File: config.mk
export PLATFORM = sky130hd
export DESIGN_NAME = mem_burst_master
export DESIGN_NICKNAME = d
export VERILOG_FILES = /design/src/rtl/mem_pkg.sv /design/src/rtl/mem_rd_fifo.sv /design/src/rtl/mem_burst_master.sv
export SDC_FILE = /design/constraint.sdc
export NUM_CORES = 1
export LEC_CHECK = 0
export ABC_AREA = 1
export CORE_MARGIN = 1
export CORE_UTILIZATION = 49
export CTS_CLUSTER_DIAMETER = 80
export DETAILED_ROUTE_END_ITERATION = 12
export PLACE_DENSITY = 0.8
export SLEW_MARGIN = 40
export SYNTH_ARGS = -nofsm -noshare
export SYNTH_HDL_FRONTEND = slang
export SYNTH_HIERARCHICAL = 1
export SYNTH_SLANG_ARGS = --single-unit
File: constraint.sdc
create_clock -name clock -period 2.85 [get_ports clock]
set_input_delay 0.57 -clock clock [delete_from_list [all_inputs] [get_ports clock]]
set_output_delay 0.57 -clock clock [all_outputs]
set_load 0.01 [all_outputs]
File: src/rtl/mem_pkg.sv
// Shared parameters and types for the burst memory master.
// Latency: n/a (declarations only).
// Backpressure: n/a (declarations only).
package mem_pkg;

  localparam int DATA_SIZE  = 8;   // bits per memory word
  localparam int ADDR_WIDTH = 12;  // 4096 locations
  localparam int LEN_WIDTH  = 8;   // burst length field, beats = len + 1

  typedef enum logic [1:0] {
    IDLE  = 2'd0,
    WRITE = 2'd1,
    READ  = 2'd2,
    DRAIN = 2'd3
  } mem_burst_state_t;

  // Occupancy of the 2-entry read FIFO rebuilt from its full/empty flags.
  function automatic logic [1:0] fifo_occupancy(input logic full, input logic empty);
    if (full) begin
      return 2'd2;
    end else if (empty) begin
      return 2'd0;
    end
    return 2'd1;
  endfunction

endpackage

File: src/rtl/mem_rd_fifo.sv
// Two-entry read-data buffer between memory read port and rdValid/rdReady stream.
// Latency: a push is visible at headData the cycle after it is written.
// Backpressure: push while full (without a pop) is dropped; pop while empty is ignored.
//
// Ports: clock, reset (sync, active-high); push/pushData write side;
//        pop read side; full/empty flags; headData = oldest entry.
module mem_rd_fifo
  import mem_pkg::*;
#(
  parameter int WIDTH = DATA_SIZE
) (
  input  logic             clock,
  input  logic             reset,
  input  logic             push,
  input  logic [WIDTH-1:0] pushData,
  input  logic             pop,
  output logic             full,
  output logic             empty,
  output logic [WIDTH-1:0] headData
);

  logic [WIDTH-1:0] slot_q [2];
  logic [WIDTH-1:0] slot_d [2];
  logic             wr_ptr_q, wr_ptr_d;
  logic             rd_ptr_q, rd_ptr_d;
  logic [1:0]       count_q, count_d;
  logic             do_push, do_pop;

  always_comb begin
    do_pop   = pop && (count_q != 2'd0);
    // When full, a same-cycle pop frees the slot the push lands in.
    do_push  = push && ((count_q != 2'd2) || do_pop);
    slot_d   = slot_q;
    wr_ptr_d = wr_ptr_q;
    rd_ptr_d = rd_ptr_q;
    count_d  = count_q;
    if (do_push) begin
      slot_d[wr_ptr_q] = pushData;
      wr_ptr_d         = ~wr_ptr_q;
    end
    if (do_pop) begin
      rd_ptr_d = ~rd_ptr_q;
    end
    if (do_push && !do_pop) begin
      count_d = count_q + 2'd1;
    end else if (do_pop && !do_push) begin
      count_d = count_q - 2'd1;
    end
  end

  always_ff @(posedge clock) begin
    if (reset) begin
      slot_q[0] <= '0;
      slot_q[1] <= '0;
      wr_ptr_q  <= 1'b0;
      rd_ptr_q  <= 1'b0;
      count_q   <= 2'd0;
    end else begin
      slot_q[0] <= slot_d[0];
      slot_q[1] <= slot_d[1];
      wr_ptr_q  <= wr_ptr_d;
      rd_ptr_q  <= rd_ptr_d;
      count_q   <= count_d;
    end
  end

  assign full     = (count_q == 2'd2);
  assign empty    = (count_q == 2'd0);
  assign headData = slot_q[rd_ptr_q];

endmodule

File: src/rtl/mem_burst_master.sv
// Burst command front-end driving a single-port synchronous memory.
// Latency: write beats hit memory combinationally; first read beat appears 2 edges after accept.
// Backpressure: wrReady only in WRITE; reads throttle so buffered + in-flight never exceeds 2.
//
// Ports: clock/reset; cmdValid/cmdReady/cmdWrite/cmdAddr/cmdLen command;
//        wrValid/wrReady/wrData write stream; rdValid/rdReady/rdData read stream;
//        busy; memAddr/memWriteData/memReadEnable/memWriteEnable/memReadData memory side.
module mem_burst_master #(
  parameter int DATA_SIZE  = mem_pkg::DATA_SIZE,
  parameter int ADDR_WIDTH = mem_pkg::ADDR_WIDTH,
  parameter int LEN_WIDTH  = mem_pkg::LEN_WIDTH
) (
  input  logic                  clock,
  input  logic                  reset,
  input  logic                  cmdValid,
  output logic                  cmdReady,
  input  logic                  cmdWrite,
  input  logic [ADDR_WIDTH-1:0] cmdAddr,
  input  logic [LEN_WIDTH-1:0]  cmdLen,
  input  logic                  wrValid,
  output logic                  wrReady,
  input  logic [DATA_SIZE-1:0]  wrData,
  output logic                  rdValid,
  input  logic                  rdReady,
  output logic [DATA_SIZE-1:0]  rdData,
  output logic                  busy,
  output logic [ADDR_WIDTH-1:0] memAddr,
  output logic [DATA_SIZE-1:0]  memWriteData,
  output logic                  memReadEnable,
  output logic                  memWriteEnable,
  input  logic [DATA_SIZE-1:0]  memReadData
);
  import mem_pkg::*;

  mem_burst_state_t      state_q, state_d;
  logic [ADDR_WIDTH-1:0] addr_q, addr_d;
  logic [ADDR_WIDTH-1:0] addr_hold_q, addr_hold_d;
  logic [DATA_SIZE-1:0]  wdata_hold_q, wdata_hold_d;
  logic [LEN_WIDTH-1:0]  beat_cnt_q, beat_cnt_d;
  logic                  inflight_q, inflight_d;

  logic                  fifo_full, fifo_empty, fifo_pop;
  logic [DATA_SIZE-1:0]  fifo_head;
  logic [1:0]            occupancy, pending;
  logic                  wr_fire, rd_issue;

  mem_rd_fifo #(
    .WIDTH(DATA_SIZE)
  ) u_rd_fifo (
    .clock    (clock),
    .reset    (reset),
    .push     (inflight_q),   // memory data is valid exactly one cycle after the strobe
    .pushData (memReadData),
    .pop      (fifo_pop),
    .full     (fifo_full),
    .empty    (fifo_empty),
    .headData (fifo_head)
  );

  always_comb begin
    occupancy = fifo_occupancy(fifo_full, fifo_empty);
    fifo_pop  = !reset && !fifo_empty && rdReady;
    // Counting this cycle's pop lets a full-rate stream keep issuing one read per cycle.
    pending   = occupancy + {1'b0, inflight_q} - {1'b0, fifo_pop};

    state_d      = state_q;
    addr_d       = addr_q;
    beat_cnt_d   = beat_cnt_q;
    addr_hold_d  = addr_hold_q;
    wdata_hold_d = wdata_hold_q;
    wr_fire      = 1'b0;
    rd_issue     = 1'b0;
    cmdReady     = 1'b0;
    wrReady      = 1'b0;

    case (state_q)
      IDLE: begin
        cmdReady = 1'b1;
        if (cmdValid) begin
          addr_d     = cmdAddr;
          beat_cnt_d = cmdLen;
          state_d    = cmdWrite ? WRITE : READ;
        end
      end
      WRITE: begin
        wrReady = 1'b1;
        if (wrValid) begin
          wr_fire = 1'b1;
          addr_d  = addr_q + 1'b1;
          if (beat_cnt_q == '0) begin
            state_d = IDLE;
          end else begin
            beat_cnt_d = beat_cnt_q - 1'b1;
          end
        end
      end
      READ: begin
        if (pending < 2'd2) begin
          rd_issue = 1'b1;
          addr_d   = addr_q + 1'b1;
          if (beat_cnt_q == '0) begin
            state_d = DRAIN;
          end else begin
            beat_cnt_d = beat_cnt_q - 1'b1;
          end
        end
      end
      DRAIN: begin
        if (!inflight_q && (fifo_empty || (occupancy == 2'd1 && fifo_pop))) begin
          state_d = IDLE;
        end
      end
      default: state_d = IDLE;
    endcase

    // Reset wins over any handshake in flight this cycle.
    if (reset) begin
      cmdReady = 1'b0;
      wrReady  = 1'b0;
      wr_fire  = 1'b0;
      rd_issue = 1'b0;
    end

    inflight_d = rd_issue;
    if (wr_fire || rd_issue) begin
      addr_hold_d = addr_q;
    end
    if (wr_fire) begin
      wdata_hold_d = wrData;
    end

    busy           = !reset && (state_q != IDLE);
    memWriteEnable = wr_fire;
    memReadEnable  = rd_issue;
    // Address/data show the live beat when strobing, otherwise the last value driven.
    memAddr        = reset ? '0 : ((wr_fire || rd_issue) ? addr_q : addr_hold_q);
    memWriteData   = reset ? '0 : (wr_fire ? wrData : wdata_hold_q);
    rdValid        = !reset && !fifo_empty;
    rdData         = reset ? '0 : fifo_head;
  end

  always_ff @(posedge clock) begin
    if (reset) begin
      state_q      <= IDLE;
      addr_q       <= '0;
      beat_cnt_q   <= '0;
      inflight_q   <= 1'b0;
      addr_hold_q  <= '0;
      wdata_hold_q <= '0;
    end else begin
      state_q      <= state_d;
      addr_q       <= addr_d;
      beat_cnt_q   <= beat_cnt_d;
      inflight_q   <= inflight_d;
      addr_hold_q  <= addr_hold_d;
      wdata_hold_q <= wdata_hold_d;
    end
  end

endmodule

==> results of run 1 <==
-- tightest hold or removal path: cells and delay by family (launching register included) --
family / cells / cell delay, ns
simple gates: 2 / 0.13
flops: 1 / 0.30
-- logic make-up (layout without fill, tap and decap cells) --
logic type,after synthesis,in the layout,share of synthesized area [%]
AO/OA/AOI/OAI,82,82,11.6
XOR/XNOR,2,2,0.483
adder cells (fa/ha/maj),10,10,3.45
buffers and inverters,122,233,14.1
flip-flops,63,63,34.8
AND/OR/NAND/NOR,280,282,35.5
-- metal layers --
metal	wire length, µm	vias up	part of all wire, %
met4	140	0	1.5
met3	550	16	5.7
met2	4920	100	51
met1	4030	1741	42
li1	-	1966	-
met5	0	-	0
-- power breakdown --
group	switching [mW]	total [mW]	internal (mW)	leakage, nW
clock	0.344	0.674	0.330	0.0850
combinational	1.58	2.65	1.07	1.69
sequential	0.201	1.35	1.14	0.518
-- sequential cells by signal, summed over array words and instances (netlist names) --
signal / count
wdata_hold_q: 8
beat_cnt_q: 8
u_rd_fifo/rd_ptr_q: 1
addr_q: 12
state_q: 2
u_rd_fifo/slot_q: 16
inflight_q: 1
u_rd_fifo/count_q: 2
u_rd_fifo/wr_ptr_q: 1
addr_hold_q: 12
-- metrics by stage --
step	instance area (µm²)	hold slack (ns)
floorplan	3630	0.455
global placement	4520	0.456
detailed placement	4520	0.459
CTS	4830	0.474
global route	5040	0.499
finish	5040	0.470
-- final timing paths --
check                               startpoint                 endpoint  cells after the start
max          u_rd_fifo/count_q[0]$_SDFFE_PP0P_               memAddr[8]                     11
min                    wdata_hold_q[6]$_DFF_P_  wdata_hold_q[6]$_DFF_P_                      2
max reg2reg  u_rd_fifo/count_q[0]$_SDFFE_PP0P_  addr_hold_q[11]$_DFF_P_                     17
min reg2reg            wdata_hold_q[6]$_DFF_P_  wdata_hold_q[6]$_DFF_P_                      2
-- final cells by class --
cell class	instances	share of cell area [%]
clock inverters	4	0.447
flip-flops and latches	63	25.2
inverters	101	7.62
well taps	96	2.38
repair buffers	117	20.4
clock buffers	11	2.80
multi-input cells	376	41.1
-- timing repair --
action	CTS	global route
endpoints found under the setup margin	22	21
cloned	2	0
pin swaps	8	13
resized for setup	84	39
setup buffers	13	8
-- cells in the mapped netlist, drive strengths merged --
master  number
nand4       23
a21boi       1
ha          10
buf         17
xor2         2
nor3         1
dfxtp       63
inv         99
o31ai        1
o21ai       45
nor2        76
nand3b       1
nand2      146
nor4         1
clkinv       2
o22ai        1
a21oi       31
nor3b        1
nand3       31
a31oi        2
o21bai       1
clkbuf       4
==> results.py, run 1 <==
metrics = {
    "synth": {
        "synthDistinctLibCells": 31,
        "yosysTopAreaCell": "dfxtp_1",
        "netlist_instances": 559,
        "yosysSeqAreaShare_pct": 34.8,
        "synth.area.top_cells": "dfxtp_1, nand2_1, inv_1, nor2_1, o21ai_0",
        "synth-seq-cells": 63,
        "yosys_warnings": 6,
        "synth_nets": 611,
        "synth_area_per_cell_um2": 6.49,
        "syn-cell-area_mm2": 0.00363,
        "synth_top_area_share_pct": 34.8,
    },
    "power_and_ir_drop": {
        "p_leak_nw": 2.30,
        "powerDensity_mw_per_mm2": 926,
        "ir_drop_v": 0.000586,
        "p_total_mw": 4.67,
    },
    "placed_design": {
        "place.detailed.hpwl_um": 6250,
        "pre_cts_ws_ns": -0.921,
        "dp.cells": 730,
        "io_buffers": 75,
        "place_congestion": 0.836,
    },
    "drt": {
        "first_pass_iters": 4,
        "drt_iter0_markers": 137,
        "drc": 0,
        "avgViaCountPerCell": 4.98,
        "wl_per_cell_um": 12.6,
        "via_count": 3823,
        "ant_nets": 0,
        "routed_wirelength_um": 9640,
    },
    "timing": {
        "slew_headroom_pct": 61.4,
        "finClkSkew_ns": 0.00721,
        "timing.fmax_ghz": 0.348,
        "hold_viol_final": 0,
        "drv_slew": 0,
        "layout_min_cycle_time_ns": 2.88,
        "setup_violations": 3,
        "layout_setup_ws_ns": -0.0257,
        "rsz0062_at_grt": "yes",
        "setup_tns_ns": -0.0429,
        "fin_crit_sh_pct": 101,
        "worst_slew_pin_slew_ns": 0.578,
    },
    "finish": {
        "final_nets": 720,
        "area_growth_pct": 39.1,
        "drive_gt1_share_pct": 20.2,
        "fillers": 572,
        "fin_cells": 768,
        "final_common_cell": "nand2_1",
        "multi_input_area_mm2": 0.00207,
        "register_area_mm2": 0.00127,
        "insertedDiodeCount": 0,
        "mostFrequentLayoutCells": "nand2_1, inv_1, nor2_1, clkdlybuf4s50_1, dfxtp_1",
        "utilization_pct": 72.2,
    },
    "worst_setup_path": {
        "worstPathArrival_ns": 2.31,
        "max_stage_delay_ns": 0.38,
        "worstPathCellList": "nor2_4, nor3b_4, ha_4, nor2_4, nand2_2, nand2_2, nand3_4, nand2_4, o21ai_1, a21oi_2, buf_2",
        "critical_path_class": "flop to output port",
        "crit_fanout": 5,
        "slowest_stage": "dfxtp_4",
        "end_kind": "output port",
        "startpoint_type": "flop",
        "crit_buf_inv": 1,
        "cpLargestDelayFamily": "simple AND/OR/NAND/NOR gates",
        "required_ns": 2.28,
        "r2r_setup_slack_ns": 0.47,
    },
    "min_path": {
        "hold_path.class": "flop to flop",
    },
    "clock_tree": {
        "clock-sinks": 63,
        "clk_path_buf_depth": 2,
        "cts_tree": "yes",
        "cts.hold.buffers_added": 0,
        "numCtsBuffers": 9,
        "h-tree-depth": 3,
        "clock-root-buffer": "clkbuf_8",
        "clk_latency_ns": 0.35,
        "cts.clk_slew.worst_paths_ns": 0.07,
    },
    "floorplan": {
        "io_pins": 76,
        "die_w_um": 88.0,
        "design.die.area_mm2": 0.00775,
        "die_h_um": 88.0,
        "core_mm2": 0.00698,
        "num_rows": 30,
        "initial_core_util_pct": 51.9,
    },
    "global_route": {
        "grt_overflow": 0,
        "grtUsageTotal_pct": 24.7,
        "grt_use_met2_pct": 45.6,
        "grt_pass1_wl_um": 14900,
        "grt_max_degree": 38,
        "busiest_layer": "met2",
        "met1_usage_pct": 26.9,
        "grt_use_met3_pct": 7.35,
        "grt_pass1_vias": 3594,
        "antenna_found_initial": 0,
    },
    "run_status": {
        "outcome": "complete, but fails checks",
        "failed_checks": "setup timing",
    },
    "job": {
        "maxCapViolCount": 0,
    },
}
Note: power is estimated with default switching activity, not from simulation.
==> inputs of run 2 (changes only) <==
CORE_MARGIN = unset   (was 1)
==> results of run 2 <==
Final layout, timing and power as in run 1 (identical DEF).
==> RTL change 1: new RTL, settings of run 1 <==
`ADDR_WIDTH`: 12 -> 13.
--- a/src/rtl/mem_pkg.sv
+++ b/src/rtl/mem_pkg.sv
@@ -4,7 +4,7 @@
 package mem_pkg;
 
   localparam int DATA_SIZE  = 8;   // bits per memory word
-  localparam int ADDR_WIDTH = 12;  // 4096 locations
+  localparam int ADDR_WIDTH = 13;  // 4096 locations
   localparam int LEN_WIDTH  = 8;   // burst length field, beats = len + 1
 
   typedef enum logic [1:0] {
Ports: changed (resized cmdAddr and memAddr); port bits go from 76 to 78. The function was not compared with the original's and may differ.
==> RTL change 1 against run 1 <==
Area after synthesis up 5.2%. Clock power up 19%. Clock skew about the same. Hold slack worse by 0.55 ps. Largest power group unchanged. Final area up 5.4%. Count of clock-buffer cells in the layout up 1. First-iteration DRC count up 27%. The flow still finishes with violations (negative setup slack). Worst setup slack worse by 3.9 ps. Power up 9.4%. Sequential cell count up 2. Non-clock buffer count unchanged. Wire length up 7.0%. Synthesized cell count up 7.3%. Highest routed layer unchanged. Global-route usage down 0.63 points.
==> RTL change 1: results (changes against run 1) <==
.. list-table::
   :header-rows: 1

   * - Metric
     - Value
   * - Outcome
     - finished with violations (unchanged)
   * - Failing checks
     - negative setup slack (unchanged)
   * - Final HPWL DP
     - 6.59 mm (was 6.25 mm)
   * - Transition time at the pin with the least slew margin
     - 698 ps (was 578 ps)
   * - Vias
     - 4078 (was 3823)
   * - Part of the power in combinational logic
     - 0.566 (was 0.568)
   * - Routability Congestion
     - 0.863 (was 0.836)
   * - R2R setup slack
     - -10 ps (was 470 ps)
   * - Global routing usage on met2
     - 0.413 (was 0.456)
   * - Most frequent cells after synthesis
     - 160 x sky130_fd_sc_hd__nand2_1, 99 x sky130_fd_sc_hd__nor2_1, 93 x sky130_fd_sc_hd__inv_1, 65 x sky130_fd_sc_hd__dfxtp_1, 35 x sky130_fd_sc_hd__o21ai_0 (was 141 x sky130_fd_sc_hd__nand2_1, 94 x sky130_fd_sc_hd__inv_1, 64 x sky130_fd_sc_hd__nor2_1, 63 x sky130_fd_sc_hd__dfxtp_1, 32 x sky130_fd_sc_hd__o21ai_0)
   * - Share of synthesized area occupied by flip-flops and latches
     - 0.341 (was 0.348)
   * - Max rail drop VDD
     - 0.658 mV (was 0.586 mV)
   * - Cell types with the largest area share after synthesis
     - sky130_fd_sc_hd__dfxtp_1 34%, sky130_fd_sc_hd__nand2_1 16%, sky130_fd_sc_hd__nor2_1 9.7% (was sky130_fd_sc_hd__dfxtp_1 35%, sky130_fd_sc_hd__nand2_1 15%, sky130_fd_sc_hd__inv_1 9.7%)
   * - Layout cells sized above 1
     - 0.209 (was 0.202)
   * - Total leakage power
     - 2.54 nW (was 2.30 nW)
   * - # setup viols final
     - 5 (was 3)
   * - Fin worst setup slack
     - -29.6 ps (was -25.7 ps)
   * - Count of distinct cell types in the synthesized netlist
     - 32 (was 31)
   * - Pin count of the biggest net entering global routing
     - 26 (was 38)
   * - Met1 track demand over resource in global routing
     - 0.304 (was 0.269)
   * - Met3 layer usage reported by global route
     - 0.0564 (was 0.0735)
   * - Crit-path slowest cell
     - sky130_fd_sc_hd__nor3b_4 (was sky130_fd_sc_hd__dfxtp_4)
   * - DR pass1 iterations
     - 5 (was 4)
   * - Setup TNS
     - -79.4 ps (was -42.9 ps)
   * - Total global-route track usage
     - 0.241 (was 0.247)
   * - Largest registers in the final layout
     - u_rd_fifo/slot_q: 16 flops, addr_hold_q: 13 flops, addr_q: 13 flops (was u_rd_fifo/slot_q: 16 flops, addr_hold_q: 12 flops, addr_q: 12 flops)
   * - Final Skew
     - 7.68 ps (was 7.21 ps)
   * - Post-layout nets
     - 763 (was 720)
   * - Syn nets
     - 653 (was 611)
   * - Via count of the first global-routing pass
     - 3549 (was 3594)
   * - Power density over cell area
     - 961 nW/um^2 (was 926 nW/um^2)
   * - Final worst hold slack
     - 470 ps (about the same)
   * - Switching Fraction
     - 0.447 (was 0.456)
==> RTL change 1: layout make-up <==
cell class | instances | area [sq um]
clock buffer | 12 | 155
clock inverter | 3 | 40.0
fill | 588 | 2090
inverter | 101 | 395
multi-input combinational | 416 | 2200
sequential | 65 | 1310
tap | 99 | 124
timing repair buffer | 117 | 1100
==> RTL change 1: path summary, 6_finish.rpt <==
check | end | start | cells after the start
min | wdata_hold_q[6]$_DFF_P_ | wdata_hold_q[6]$_DFF_P_ | 2
max reg2reg | addr_q[0]$_SDFFE_PP0P_ | u_rd_fifo/count_q[1]$_SDFFE_PP0P_ | 21
min reg2reg | wdata_hold_q[6]$_DFF_P_ | wdata_hold_q[6]$_DFF_P_ | 2
max | memAddr[3] | rdReady | 14
==> RTL change 1: logic make-up (layout without fill, tap and decap cells) <==
family,after synthesis,in the layout,synth area share
fa+ha+maj,10,10,0.0328
simple gates,343,344,0.404
compound gates,60,60,0.0826
buf+inv,120,233,0.135
flops,65,65,0.341
xor+xnor,2,2,0.00459
==> RTL change 1: stage by stage <==
step                utilization  std cells  setup slack (ps)
global route              0.718        813              -129
CTS                       0.685        806              13.1
floorplan                     -        600               149
finish                    0.718        813             -29.6
detailed placement        0.643        779              -757
global placement          0.643        779              -685
==> RTL change 1: what timing repair did <==
item,CTS,global route
setup buffers,11,5
endpoints found under the setup margin,23,43
gates cloned,1,2
resized for setup,80,66
pin swaps,17,22
==> RTL change 1: metal layers <==
layer,up-vias,routed length [microns]
met2,113,5190
met4,0,171
met1,1867,4430
met3,15,524
li1,2083,-
met5,-,0
==> RTL change 1: worst min-delay path, cell delays in order (launching register included) <==
cell	delay [ps]
sky130_fd_sc_hd__dfxtp_1	300
sky130_fd_sc_hd__nand3_1	70
sky130_fd_sc_hd__nand2_1	60
==> RTL change 2: new RTL, flow settings as in run 1 <==
Made on the original files. Encoding of `mem_burst_state_t`: now one-hot (4 bits for 4 states).
--- a/src/rtl/mem_pkg.sv
+++ b/src/rtl/mem_pkg.sv
@@ -7,11 +7,11 @@
   localparam int ADDR_WIDTH = 12;  // 4096 locations
   localparam int LEN_WIDTH  = 8;   // burst length field, beats = len + 1
 
-  typedef enum logic [1:0] {
-    IDLE  = 2'd0,
-    WRITE = 2'd1,
-    READ  = 2'd2,
-    DRAIN = 2'd3
+  typedef enum logic [3:0] {
+    IDLE  = 4'b0001,
+    WRITE = 4'b0010,
+    READ  = 4'b0100,
+    DRAIN = 4'b1000
   } mem_burst_state_t;
 
   // Occupancy of the 2-entry read FIFO rebuilt from its full/empty flags.
Function: same outputs for any inputs over 4 cycles, from zero or initial values and one cycle with reset high; so few cycles prove little.
==> RTL change 2 against run 1 <==
The flow still finishes with violations (negative setup slack). Final area up 6.2%. Worst setup slack got worse by 13 ps. Area after synthesis is 5.1% higher. Power down 13%. Wire length is 6.0% higher. Via count grew 6.1%. Maximum frequency shrank 0.46%. Sequential cell count grew 2. Critical path type unchanged. Largest cell class unchanged. Largest power group unchanged.
==> RTL change 2: results (changes against run 1) <==
.. list-table::
   :header-rows: 1

   * - Metric
     - Value
   * - Total leakage power
     - 2.59 nW (was 2.30 nW)
   * - Detailed-route wire length on metal 1
     - 4.33 mm (was 4.03 mm)
   * - Fin worst setup slack
     - -39.0 ps (was -25.7 ps)
   * - Routability Congestion
     - 0.823 (was 0.836)
   * - Synthesized flop and latch total
     - 65 (was 63)
   * - Length in cells of the worst reg-to-reg path
     - 18 (was 17)
   * - DR pass1 iterations
     - 5 (was 4)
   * - Pin count of the biggest net entering global routing
     - 30 (was 38)
   * - Sequential standard cell area
     - 1310 sq um (was 1270 sq um)
   * - Synth Area per Inst
     - 6.46 sq um (was 6.49 sq um)
   * - Destination of the critical timing path
     - memAddr[2] (was memAddr[8])
   * - Met1 track demand over resource in global routing
     - 0.298 (was 0.269)
   * - Count of placed standard cells including taps
     - 766 (was 730)
   * - Total global-route track usage
     - 0.249 (was 0.247)
   * - Wire length of the first global-routing pass
     - 16.5 mm (was 14.9 mm)
   * - Multi-input combinational cell count
     - 407 (was 376)
   * - Tap Count
     - 99 (was 96)
   * - Critical register-to-register path endpoint
     - addr_q[11]$_SDFFE_PP0P_ (was addr_hold_q[11]$_DFF_P_)
   * - Footprint of the multi-input gates
     - 2240 sq um (was 2070 sq um)
   * - Failing checks
     - negative setup slack (unchanged)
   * - Fillers
     - 598 (was 572)
   * - Proportion of cell area occupied by registers
     - 0.244 (was 0.252)
   * - Initial drt markers
     - 195 (was 137)
   * - Fraction of area in non-clock buffers
     - 0.204 (about the same)
   * - Most frequent cells after synthesis
     - 177 x sky130_fd_sc_hd__nand2_1, 91 x sky130_fd_sc_hd__inv_1, 65 x sky130_fd_sc_hd__dfxtp_1, 57 x sky130_fd_sc_hd__nor2_1, 39 x sky130_fd_sc_hd__nand3_1 (was 141 x sky130_fd_sc_hd__nand2_1, 94 x sky130_fd_sc_hd__inv_1, 64 x sky130_fd_sc_hd__nor2_1, 63 x sky130_fd_sc_hd__dfxtp_1, 32 x sky130_fd_sc_hd__o21ai_0)
   * - Cell internal power dissipation
     - 2.36 mW (was 2.54 mW)
   * - Post-placement setup slack
     - -823 ps (was -921 ps)
   * - Met3 layer usage reported by global route
     - 0.0389 (was 0.0735)
   * - Non-clk bufs
     - 113 (was 117)
   * - Post-layout nets
     - 742 (was 720)
   * - Worst setup path start
     - u_rd_fifo/count_q[1]$_SDFFE_PP0P_ (was u_rd_fifo/count_q[0]$_SDFFE_PP0P_)
   * - Outcome
     - finished with violations (unchanged)
   * - Setup TNS
     - -40.0 ps (was -42.9 ps)
   * - Wire length on met3
     - 452 microns (was 550 microns)
   * - Share of synthesized area occupied by flip-flops and latches
     - 0.342 (was 0.348)
   * - Portion of the layout cell area used by clock cells
     - 0.0409 (was 0.0325)
   * - Final HPWL DP
     - 6.33 mm (was 6.25 mm)
   * - Syn nets
     - 637 (was 611)
   * - Drt wl/cell
     - 12.8 microns (was 12.6 microns)
   * - Detailed Route WL
     - 10.2 mm (was 9.64 mm)
   * - Vias
     - 4056 (was 3823)
   * - # setup viols final
     - 3 (unchanged)
RTL change 2: cell count changes after synthesis, sizes merged, moves of 3 or more:
| cell | before | now |
|---|---|---|
| nand2 | 146 | 184 |
| nand3 | 31 | 48 |
| o21ai | 45 | 34 |
| ha | 10 | 5 |
| a21oi | 31 | 28 |
| inv | 99 | 96 |
RTL change 2: kinds of logic (layout without fill, tap and decap cells):
kind of cell    after synthesis  after routing  share of synthesized area
buf+inv                     120            228                      0.133
compound gates               64             64                     0.0903
simple gates                334            336                      0.414
flops                        65             65                      0.342
xor+xnor                      2              2                    0.00460
fa+ha+maj                     5              5                     0.0164
RTL change 2: power by group through the flow:
stage               clock network [mW]  logic [mW]  registers, mW
finish                           0.892        1.95           1.24
global route                     0.951        2.16           1.26
CTS                              0.892        1.68           1.22
detailed placement                   0        1.63           1.24
global placement                     0        1.57           1.24
floorplan                            0        1.33           1.21
RTL change 2: worst min-delay path by stage:
| stage | depth (start not counted) | start | slack [ps] | to |
|---|---|---|---|---|
| 2_1_floorplan | 2 | addr_q[11]$_SDFFE_PP0P_ | 460 | addr_q[11]$_SDFFE_PP0P_ |
| 3_3_place_gp | 2 | wdata_hold_q[0]$_DFF_P_ | 460 | wdata_hold_q[0]$_DFF_P_ |
| 3_5_place_dp | 2 | wdata_hold_q[2]$_DFF_P_ | 460 | wdata_hold_q[2]$_DFF_P_ |
| 4_1_cts | 2 | wdata_hold_q[2]$_DFF_P_ | 470 | wdata_hold_q[2]$_DFF_P_ |
| 5_1_grt | 2 | wdata_hold_q[4]$_DFF_P_ | 490 | wdata_hold_q[4]$_DFF_P_ |
| 6_report | 2 | wdata_hold_q[4]$_DFF_P_ | 470 | wdata_hold_q[4]$_DFF_P_ |
